**src/rtl/lfsr_pkg.sv**
```systemverilog
// Shared constants, state encoding and step function
// for the 5-bit test-pattern LFSR.
package lfsr_pkg;

  localparam int LFSR_W = 5;

  localparam logic [LFSR_W-1:0] LFSR_TAP = 5'b00100;
  localparam logic [LFSR_W-1:0] LFSR_SAFE_SEED = 5'b00001;

  typedef enum logic [1:0] {
    IDLE = 2'd0,
    RUN  = 2'd1,
    DONE = 2'd2
  } sched_state_e;

  // Internal-XOR form of x^5+x^2+1: rotate left, fold s[4] into the tap
  function automatic logic [LFSR_W-1:0] lfsr_next(
    input logic [LFSR_W-1:0] s
  );
    return {s[LFSR_W-2:0], s[LFSR_W-1]}
         ^ ({LFSR_W{s[LFSR_W-1]}} & LFSR_TAP);
  endfunction

endpackage

```
**src/rtl/lfsr5_core.sv**
```systemverilog
// 5-bit LFSR register with runtime load; load beats step.
// Resets to the safe nonzero seed.
module lfsr5_core
  import lfsr_pkg::*;
(
  input  logic              clk,
  input  logic              rst_n,
  input  logic              load,
  input  logic [LFSR_W-1:0] load_val,
  input  logic              step,
  output logic [LFSR_W-1:0] q
);

  logic [LFSR_W-1:0] q_q;
  logic [LFSR_W-1:0] q_d;

  always_comb begin
    q_d = q_q;
    if (load) begin
      q_d = load_val;
    end else if (step) begin
      q_d = lfsr_next(q_q);
    end
  end

  always_ff @(posedge clk or negedge rst_n) begin
    if (!rst_n) begin
      q_q <= LFSR_SAFE_SEED;
    end else begin
      q_q <= q_d;
    end
  end

  assign q = q_q;

endmodule

```
**src/rtl/lfsr_pattern_sched.sv**
```systemverilog
// Run sequencer: streams count LFSR patterns over
// valid/ready, then pulses done (or aborted).
module lfsr_pattern_sched
  import lfsr_pkg::*;
#(
  parameter int CNT_W = 8
) (
  input  logic              clk,
  input  logic              rst_n,
  input  logic              start,
  input  logic [LFSR_W-1:0] seed,
  input  logic [CNT_W-1:0]  count,
  input  logic              abort,
  input  logic              pat_ready,
  output logic              pat_valid,
  output logic [LFSR_W-1:0] pat_data,
  output logic              pat_last,
  output logic              busy,
  output logic              done,
  output logic              aborted,
  output logic              seed_fix
);

  sched_state_e state_q;
  sched_state_e state_d;

  logic [CNT_W-1:0] rem_q;
  logic [CNT_W-1:0] rem_d;

  logic aborted_q;
  logic aborted_d;
  logic seed_fix_q;
  logic seed_fix_d;

  logic              lfsr_load;
  logic              lfsr_step;
  logic [LFSR_W-1:0] lfsr_seed;
  logic [LFSR_W-1:0] lfsr_q;

  logic seed_zero;
  logic in_run;
  logic xfer;
  logic rem_one;

  assign seed_zero = (seed == '0);
  assign in_run    = (state_q == RUN);
  assign xfer      = in_run & pat_ready;
  assign rem_one   = (rem_q == CNT_W'(1));
  assign lfsr_seed = seed_zero ? LFSR_SAFE_SEED : seed;

  always_comb begin
    state_d    = state_q;
    rem_d      = rem_q;
    aborted_d  = 1'b0;
    seed_fix_d = seed_fix_q;
    lfsr_load  = 1'b0;
    lfsr_step  = 1'b0;
    unique case (state_q)
      IDLE: begin
        if (start) begin
          lfsr_load  = 1'b1;
          rem_d      = count;
          seed_fix_d = seed_zero;
          state_d    = (count == '0) ? DONE : RUN;
        end
      end
      RUN: begin
        if (xfer) begin
          lfsr_step = 1'b1;
          rem_d     = rem_q - CNT_W'(1);
          if (rem_one) begin
            state_d = DONE;
          end
        end
        // abort overrides a final transfer: no done pulse
        if (abort) begin
          state_d   = IDLE;
          aborted_d = 1'b1;
        end
      end
      DONE: begin
        state_d = IDLE;
      end
      default: begin
        state_d = IDLE;
      end
    endcase
  end

  always_ff @(posedge clk or negedge rst_n) begin
    if (!rst_n) begin
      state_q    <= IDLE;
      rem_q      <= '0;
      aborted_q  <= 1'b0;
      seed_fix_q <= 1'b0;
    end else begin
      state_q    <= state_d;
      rem_q      <= rem_d;
      aborted_q  <= aborted_d;
      seed_fix_q <= seed_fix_d;
    end
  end

  lfsr5_core u_core (
    .clk      (clk),
    .rst_n    (rst_n),
    .load     (lfsr_load),
    .load_val (lfsr_seed),
    .step     (lfsr_step),
    .q        (lfsr_q)
  );

  assign pat_valid = in_run;
  assign pat_data  = lfsr_q;
  assign pat_last  = in_run & rem_one;
  assign busy      = (state_q != IDLE);
  assign done      = (state_q == DONE);
  assign aborted   = aborted_q;
  assign seed_fix  = seed_fix_q;

endmodule
```
**config.mk**
```make
export PLATFORM = sky130hd
export DESIGN_NAME = lfsr_pattern_sched
export DESIGN_NICKNAME = d
export VERILOG_FILES = /design/src/rtl/lfsr_pkg.sv /design/src/rtl/lfsr5_core.sv /design/src/rtl/lfsr_pattern_sched.sv
export SDC_FILE = /design/constraint.sdc
export NUM_CORES = 1
export LEC_CHECK = 0
export ABC_AREA = 1
export CAP_MARGIN = 20
export CORE_UTILIZATION = 51
export DETAILED_ROUTE_END_ITERATION = 16
export PLACE_DENSITY_LB_ADDON = 0.25
export SYNTH_ARGS = -nofsm -noshare
export SYNTH_HDL_FRONTEND = slang
export SYNTH_SLANG_ARGS = --single-unit
```
**constraint.sdc**
```tcl
create_clock -name clk -period 3.6 [get_ports clk]
set_input_delay 0.72 -clock clk [delete_from_list [all_inputs] [get_ports clk]]
set_output_delay 0.72 -clock clk [all_outputs]
set_load 0.1 [all_outputs]
```
# Yosys cells after proc, flatten, opt, wreduce, memory -nomap -nowiden

Cells that the tools add are included.

Logic and storage cells: 43
Output and inout bits: 11
Register bits after elaboration: 17

Bitwise logic cells: 3
Reductions and logical operators: 9
Multiplexer cells: 18
Equality and inequality tests: 7
$add $sub $neg: 1

Operator list:

| kind                | number |
|---|---|
| $mux 8              | 2 |
| $pmux 8 s2          | 1 |
| $mux 5              | 3 |
| $mux 2              | 5 |
| $eq 8x1->1 const B  | 1 |
| $logic_not 8->1     | 1 |
| $sub 8x1->8 const B | 1 |
| $mux 1              | 6 |
| $ne 3x2->1 const B  | 2 |
| $reduce_and 3->1    | 2 |
| $reduce_bool 2->1   | 3 |
| $logic_not 5->1     | 1 |
| $xor 5x3->5         | 1 |
| $pmux 2 s2          | 1 |
| $and 1x1->1         | 2 |
| $eq 2x1->1 const B  | 1 |
| $eq 2x2->1 const B  | 1 |
| $logic_not 2->1     | 1 |
| $ne 2x1->1 const B  | 1 |
| $ne 2x2->1 const B  | 1 |
| $reduce_and 2->1    | 1 |

# Depth between registers and ports, before layout

Gate-level depths: netlist of the first run.

Depth after elaboration: 6
Depth in mapped cells: 8
Mapped depth without buffers: 7

# Cells and area by module

From an unflattened synthesis of the first run, not the netlist that was laid out.

Cells, all modules: 154
Area total of the unflattened synthesis: 1,062.3 µm²

By module, submodules not included:

| module             | cells each | area each (µm²) | instances |
|---|---|---|---|
| lfsr_pattern_sched | 121        | 814.5           | 1 |
| lfsr5_core         | 33         | 247.7           | 1 |

# Least setup slack after synthesis of the first run

Ideal clock, no wire load.

Kind: register to output
Start: register state_q[1]
End: output pat_last
Required time: 2.880 ns
Path slack: 0.118 ns
Arrival: 2.762 ns
Cell stages (with the launch flop): 5
Path buffers: 1
Cells stage by stage: dfrtp_1 -> inv_1 -> nand2_2 -> buf_2 -> nor3_1

Word-level cells in the longest chain between the ends: 2

Ends and longest elaborated chain:

| item                     | line                      | RTL |
|---|---|---|
| start: declaration       | lfsr_pattern_sched.sv:24  | `sched_state_e state_q;` |
| start signal: assignment | lfsr_pattern_sched.sv:97  | `state_q <= state_d;` |
| $eq 2x1->1               | lfsr_pattern_sched.sv:46  | `assign in_run = (state_q == RUN);` |
| $and 1x1->1              | lfsr_pattern_sched.sv:115 | `assign pat_last = in_run & rem_one;` |
| end: declaration         | lfsr_pattern_sched.sv:17  | `output logic pat_last,` |

No other way between the ends.

# Worst setup path in the final report of the first run

Start: register u_core.q_q[0], in the netlist u_core.q[0]
End: output pat_data[0]

RTL lines:

| item                     | line                     | RTL |
|---|---|---|
| start: declaration       | lfsr5_core.sv:14         | `logic [LFSR_W-1:0] q_q;` |
| start signal: assignment | lfsr5_core.sv:30         | `q_q <= q_d;` |
| end: declaration         | lfsr_pattern_sched.sv:16 | `output logic [LFSR_W-1:0] pat_data,` |

No word-level cell between the ends.

==> flow_summary.json, run 1 <==
{
  "status": "finished clean",
  "first_iter_violations": 30,
  "syn_area_per_cell_um2": 6.97,
  "path_cells": "clkdlybuf4s50_1",
  "grt-ovfl-total": 0,
  "start_kind": "flip-flop",
  "via_count": 1065,
  "r2r_slack_ns": 1.74,
  "multiInputGateArea_um2": 509,
  "route.detailed.drc": 0,
  "fin_crit_ns": 2.71,
  "max-slew-margin-rel": 0.350,
  "slowest_delay_ns": 1.13,
  "place_hpwl_mm": 1.82,
  "boundaryPins": 29,
  "hold_viol": 0,
  "yosysSeqAreaShare": 0.397,
  "postCtsHoldBufs": 0,
  "core_mm2": 0.00196,
  "gp_congestion": 0.891,
  "rsz0062_at_grt": "no",
  "cts_sinks": 17,
  "initial_core_util": 0.547,
  "timing.rr.end": "rem_q[4]",
  "worst_pin_slew_ns": 0.971,
  "cp-end-kind": "output pin",
  "post-place-cells": 204,
  "startpoint": "u_core.q[0]",
  "die_h_um": 47.9,
  "maxCapViolCount": 0,
  "clock-root-buffer": "clkbuf_4",
  "ant_nets": 0,
  "fin_cells": 208,
  "cts_tree": "done",
  "diodes": 0,
  "worstSetupPathType": "flip-flop to output pin",
  "tns_ns": 0,
  "drive_above_1_share": 0.0773,
  "grt_max_degree": 23,
  "placementRows": 16,
  "ys_warn_count": 0,
  "nFillCells": 180,
  "reg2reg_from": "state_q[1]",
  "rr_worst_depth": 6,
  "grt_pass1_vias": 847,
  "dieWidth_um": 47.9,
  "routedWlPerCell_um": 11.7,
  "clkSlewWorstSetupHoldPaths_ns": 0.10,
  "ys_types": 21,
  "slew_viol_final": 0,
  "grt_use_total": 0.242,
  "worst_path_max_delay_cell": "clkdlybuf4s50_1",
  "port_buffers": 28,
  "cts_resized": 0,
  "numCtsBuffers": 3,
  "antenna_found_initial": 0,
  "hold-worst-slack_ns": 0.497,
  "fin_util": 0.700,
  "syn_inst": 154,
  "fin_crit_sh": 0.753,
  "timing.fmax_mhz": 369,
  "cts_setup_buffers": 0,
  "required_ns": 2.88,
  "worstSkewPairLatency_ns": 0.30,
  "die_area_mm2": 0.00229,
  "cp_num_cells": 1,
  "nets": 202,
  "hp-class": "flip-flop to flip-flop",
  "setup_viol": 0,
  "dr.pass1.iters": 4,
  "area_growth_pct": 28.0,
  "clk_path_buf_depth": 2,
  "seqCellArea_um2": 427,
  "routed_wl_mm": 2.43,
  "cts_htree_levels": 1,
  "path_delay_family": "buffers and inverters",
  "synth_seq_cells": 17,
  "crit_arrival_ns": 1.99,
  "path_max_fanout": 3,
  "netlist_area_mm2": 0.00107,
  "synth_nets": 174,
  "grt_pass1_wl_mm": 3.75,
  "critPathCapture": "pat_data[0]",
  "viasPerCell": 5.12,
  "worst_clock_skew_ns": 0.00501,
  "cp_num_buf_inv": 1
}
## registers in the layout, summed over array words and instances, names as in the netlist
register  count
aborted       1
state_q       2
seed_fix      1
u_core.q      5
rem_q         8
## synth_stat cells
library cell  number  area, µm²
a21oi_1            1       5.00
a31oi_1            1       6.26
buf_2              2       10.0
buf_4              2       15.0
buf_6              1       11.3
clkinv_1           1       3.75
dfrtp_1           16        400
dfstp_2            1       26.3
ha_1               2       25.0
inv_1             26       97.6
nand2_1           37        139
nand2_2            2       12.5
nand3_1           13       65.1
nand4_1            1       6.26
nor2_1            17       63.8
nor3_1             2       10.0
o211ai_1           6       45.0
o21ai_0           17       85.1
o21ai_1            1       5.00
o21ai_2            4       35.0
or2_2              1       6.26
## per-layer routing
metal / vias up / track usage / wire (µm)
met5: - / 0 / 0
met4: 0 / 0.100 / 48
met3: 5 / 0.0340 / 101
met2: 29 / 0.370 / 1140
met1: 486 / 0.342 / 1140
li1: 545 / - / -
## how the worst min path moves through the flow
| stage | cells past startpoint | from | slack, ns | to |
|---|---|---|---|---|
| after global placement | 2 | seed_fix | 0.47 | seed_fix |
| after CTS | 2 | u_core.q[0] | 0.50 | u_core.q[0] |
| final | 2 | seed_fix | 0.50 | seed_fix |
| after detailed placement | 2 | seed_fix | 0.48 | seed_fix |
| after global routing | 2 | u_core.q[0] | 0.54 | u_core.q[0] |
| after floorplan | 0 | rst_n | 0.42 | aborted |
## metrics by stage
step | worst slack (ns) | area [µm²]
after floorplan | 0.118 | 1070
after global placement | 1.23 | 1350
after detailed placement | 1.23 | 1350
after CTS | 0.885 | 1370
after global routing | 0.824 | 1370
final | 0.891 | 1370
## cells by family after synthesis
kind of cell,share of synthesized area
simple gates,0.282
fa+ha+maj,0.0233
flops,0.397
compound gates,0.169
buf+inv,0.128
## layout by cell type, fill, tap and decap left out
cell type        instances
clkinv_1                 1
dfstp_2                  1
or2_2                    1
nor3_1                   2
buf_4                    2
inv_1                   26
clkbuf_4                 3
o211ai_1                 6
ha_1                     2
nand2_1                 37
a21oi_1                  1
o21ai_0                 17
nand2_2                  2
nand3_1                 13
o21ai_2                  4
clkinv_2                 1
nor2_1                  17
clkdlybuf4s50_1         26
a31oi_1                  1
o21ai_1                  1
nand4_1                  1
dfrtp_1                 16
## layout make-up
| class | count | area share |
|---|---|---|
| clock buffers | 3 | 0.0164 |
| clock inverters | 1 | 0.00364 |
| inverters | 27 | 0.0738 |
| multi-input cells | 105 | 0.371 |
| flip-flops and latches | 17 | 0.311 |
| well taps | 27 | 0.0246 |
| repair buffers | 28 | 0.200 |
Power of run 1 is not shown: default switching activity piles up to over one toggle a cycle in this logic, so the estimate is an artifact.
==> inputs of run 2 (changes only) <==
Settings changed: CORE_UTILIZATION 51 to 43.
Clock period 3.6 ns to 2.3 ns, I/O delays scaled along.
==> flow_summary.json, run 2 (synthesis gave the netlist of run 1 again) <==
{
  "place_hpwl_mm": 1.87,
  "grt_max_degree": 23,
  "cts_sinks": 17,
  "status": "finished clean",
  "route.detailed.drc": 0,
  "fin_area_mm2": 0.00140,
  "diodes": 0,
  "slew_viol_final": 0,
  "die_area_mm2": 0.00270,
  "grt-ovfl-total": 0,
  "cp-end-kind": "output pin",
  "boundaryPins": 29,
  "numCtsBuffers": 3,
  "ant_nets": 0,
  "path_cells": "inv_1 > nand2_2 > inv_1 > buf_12",
  "first_iter_violations": 23,
  "maxCapViolCount": 0,
  "final_cell_mix": "37 x nand2_1, 26 x inv_1, 17 x nor2_1, 17 x o21ai_0, 17 x clkdlybuf4s50_1",
  "cts_setup_buffers": 0,
  "cts_tree": "done",
  "crit_arrival_ns": 1.65,
  "rsz0062_at_grt": "no",
  "r2r_slack_ns": 0.41,
  "worstSetupPathType": "flip-flop to output pin",
  "cts_resized": 0,
  "hold_viol": 0,
  "clk_path_buf_depth": 2,
  "grt_pass1_wl_mm": 4.12,
  "cts_htree_levels": 1,
  "initial_core_util": 0.472,
  "setup_ws_ns": 0.191,
  "timing.fmax_mhz": 474,
  "regMostFlops": "rem_q",
  "path_common_cell": "inv_1",
  "required_ns": 1.84,
  "reg2reg_from": "state_q[1]",
  "timing.rr.end": "rem_q[7]",
  "fin_crit_sh": 0.917,
  "port_buffers": 28,
  "slowest_delay_ns": 0.41,
  "clock-root-buffer": "clkbuf_4",
  "die_h_um": 52.0,
  "path_max_fanout": 13,
  "setup_viol": 0,
  "antenna_found_initial": 0,
  "hp-class": "input pin to async pin",
  "routed_wl_mm": 2.49,
  "worst_pin_slew_ns": 0.808,
  "place_ws_ns": 0.192,
  "drive_above_1_share": 0.137,
  "final_common_cell": "nand2_1",
  "worst_clock_skew_ns": 0.00440,
  "place_area_mm2": 0.00137,
  "tns_ns": 0,
  "gp_congestion": 0.899,
  "dr.pass1.iters": 4,
  "worst_path_max_delay_cell": "inv_1",
  "via_count": 1094,
  "core_mm2": 0.00228,
  "largest_reg_flops": 8,
  "start_kind": "flip-flop",
  "max-slew-margin-rel": 0.461,
  "dieWidth_um": 52.0,
  "clkSlewWorstSetupHoldPaths_ns": 0.11,
  "viasPerCell": 5.21,
  "nets": 203,
  "grt_use_total": 0.210,
  "area_growth_pct": 30.3,
  "postCtsHoldBufs": 0,
  "rr_worst_depth": 6,
  "routedWlPerCell_um": 11.9,
  "placementRows": 17,
  "worstSkewPairLatency_ns": 0.30,
  "grt_pass1_vias": 994,
  "fin_crit_ns": 2.11
}
==> run 2: worst max-delay path by stage <==
stage,startpoint,to,cells past startpoint
global placement,pat_ready,rem_q[5],6
detailed placement,pat_ready,rem_q[5],6
CTS,state_q[1],pat_valid,4
finish,state_q[1],pat_valid,4
global route,state_q[1],pat_valid,4
floorplan,state_q[0],done,1
==> run 2: per-stage QoR <==
stage	utilization	hold WS, ns	std cells
2_1_floorplan	-	0.164	154
3_3_place_gp	0.601	0.469	206
3_5_place_dp	0.601	0.479	206
4_1_cts	0.615	0.475	210
5_1_grt	0.615	0.494	210
6_report	0.615	0.471	210
==> run 2: worst max-delay path, delay by kind of cell (launching register included) <==
kind          cells  cell delay, ns
simple gates      1            0.20
flops             1            0.40
buf+inv           3            0.75
==> run 2: cell type report <==
class	instances	area (µm²)
clock buffers	3	22.5
clock inverters	1	7.51
fillers	210	877
inverters	27	101
multi-input cells	105	520
flip-flops and latches	17	427
well taps	28	35.0
repair buffers	29	285
==> run 2: routing by layer <==
layer  GRT usage  wire length, µm  up-vias  part of all wire
li1            -                -      542                 -
met1       0.271             1190      517              0.48
met2       0.342             1160       29              0.47
met3      0.0263               94        6             0.038
met4       0.108               46        0             0.018
met5           0                0        -                 0
Power of run 2 is left out for the same reason.
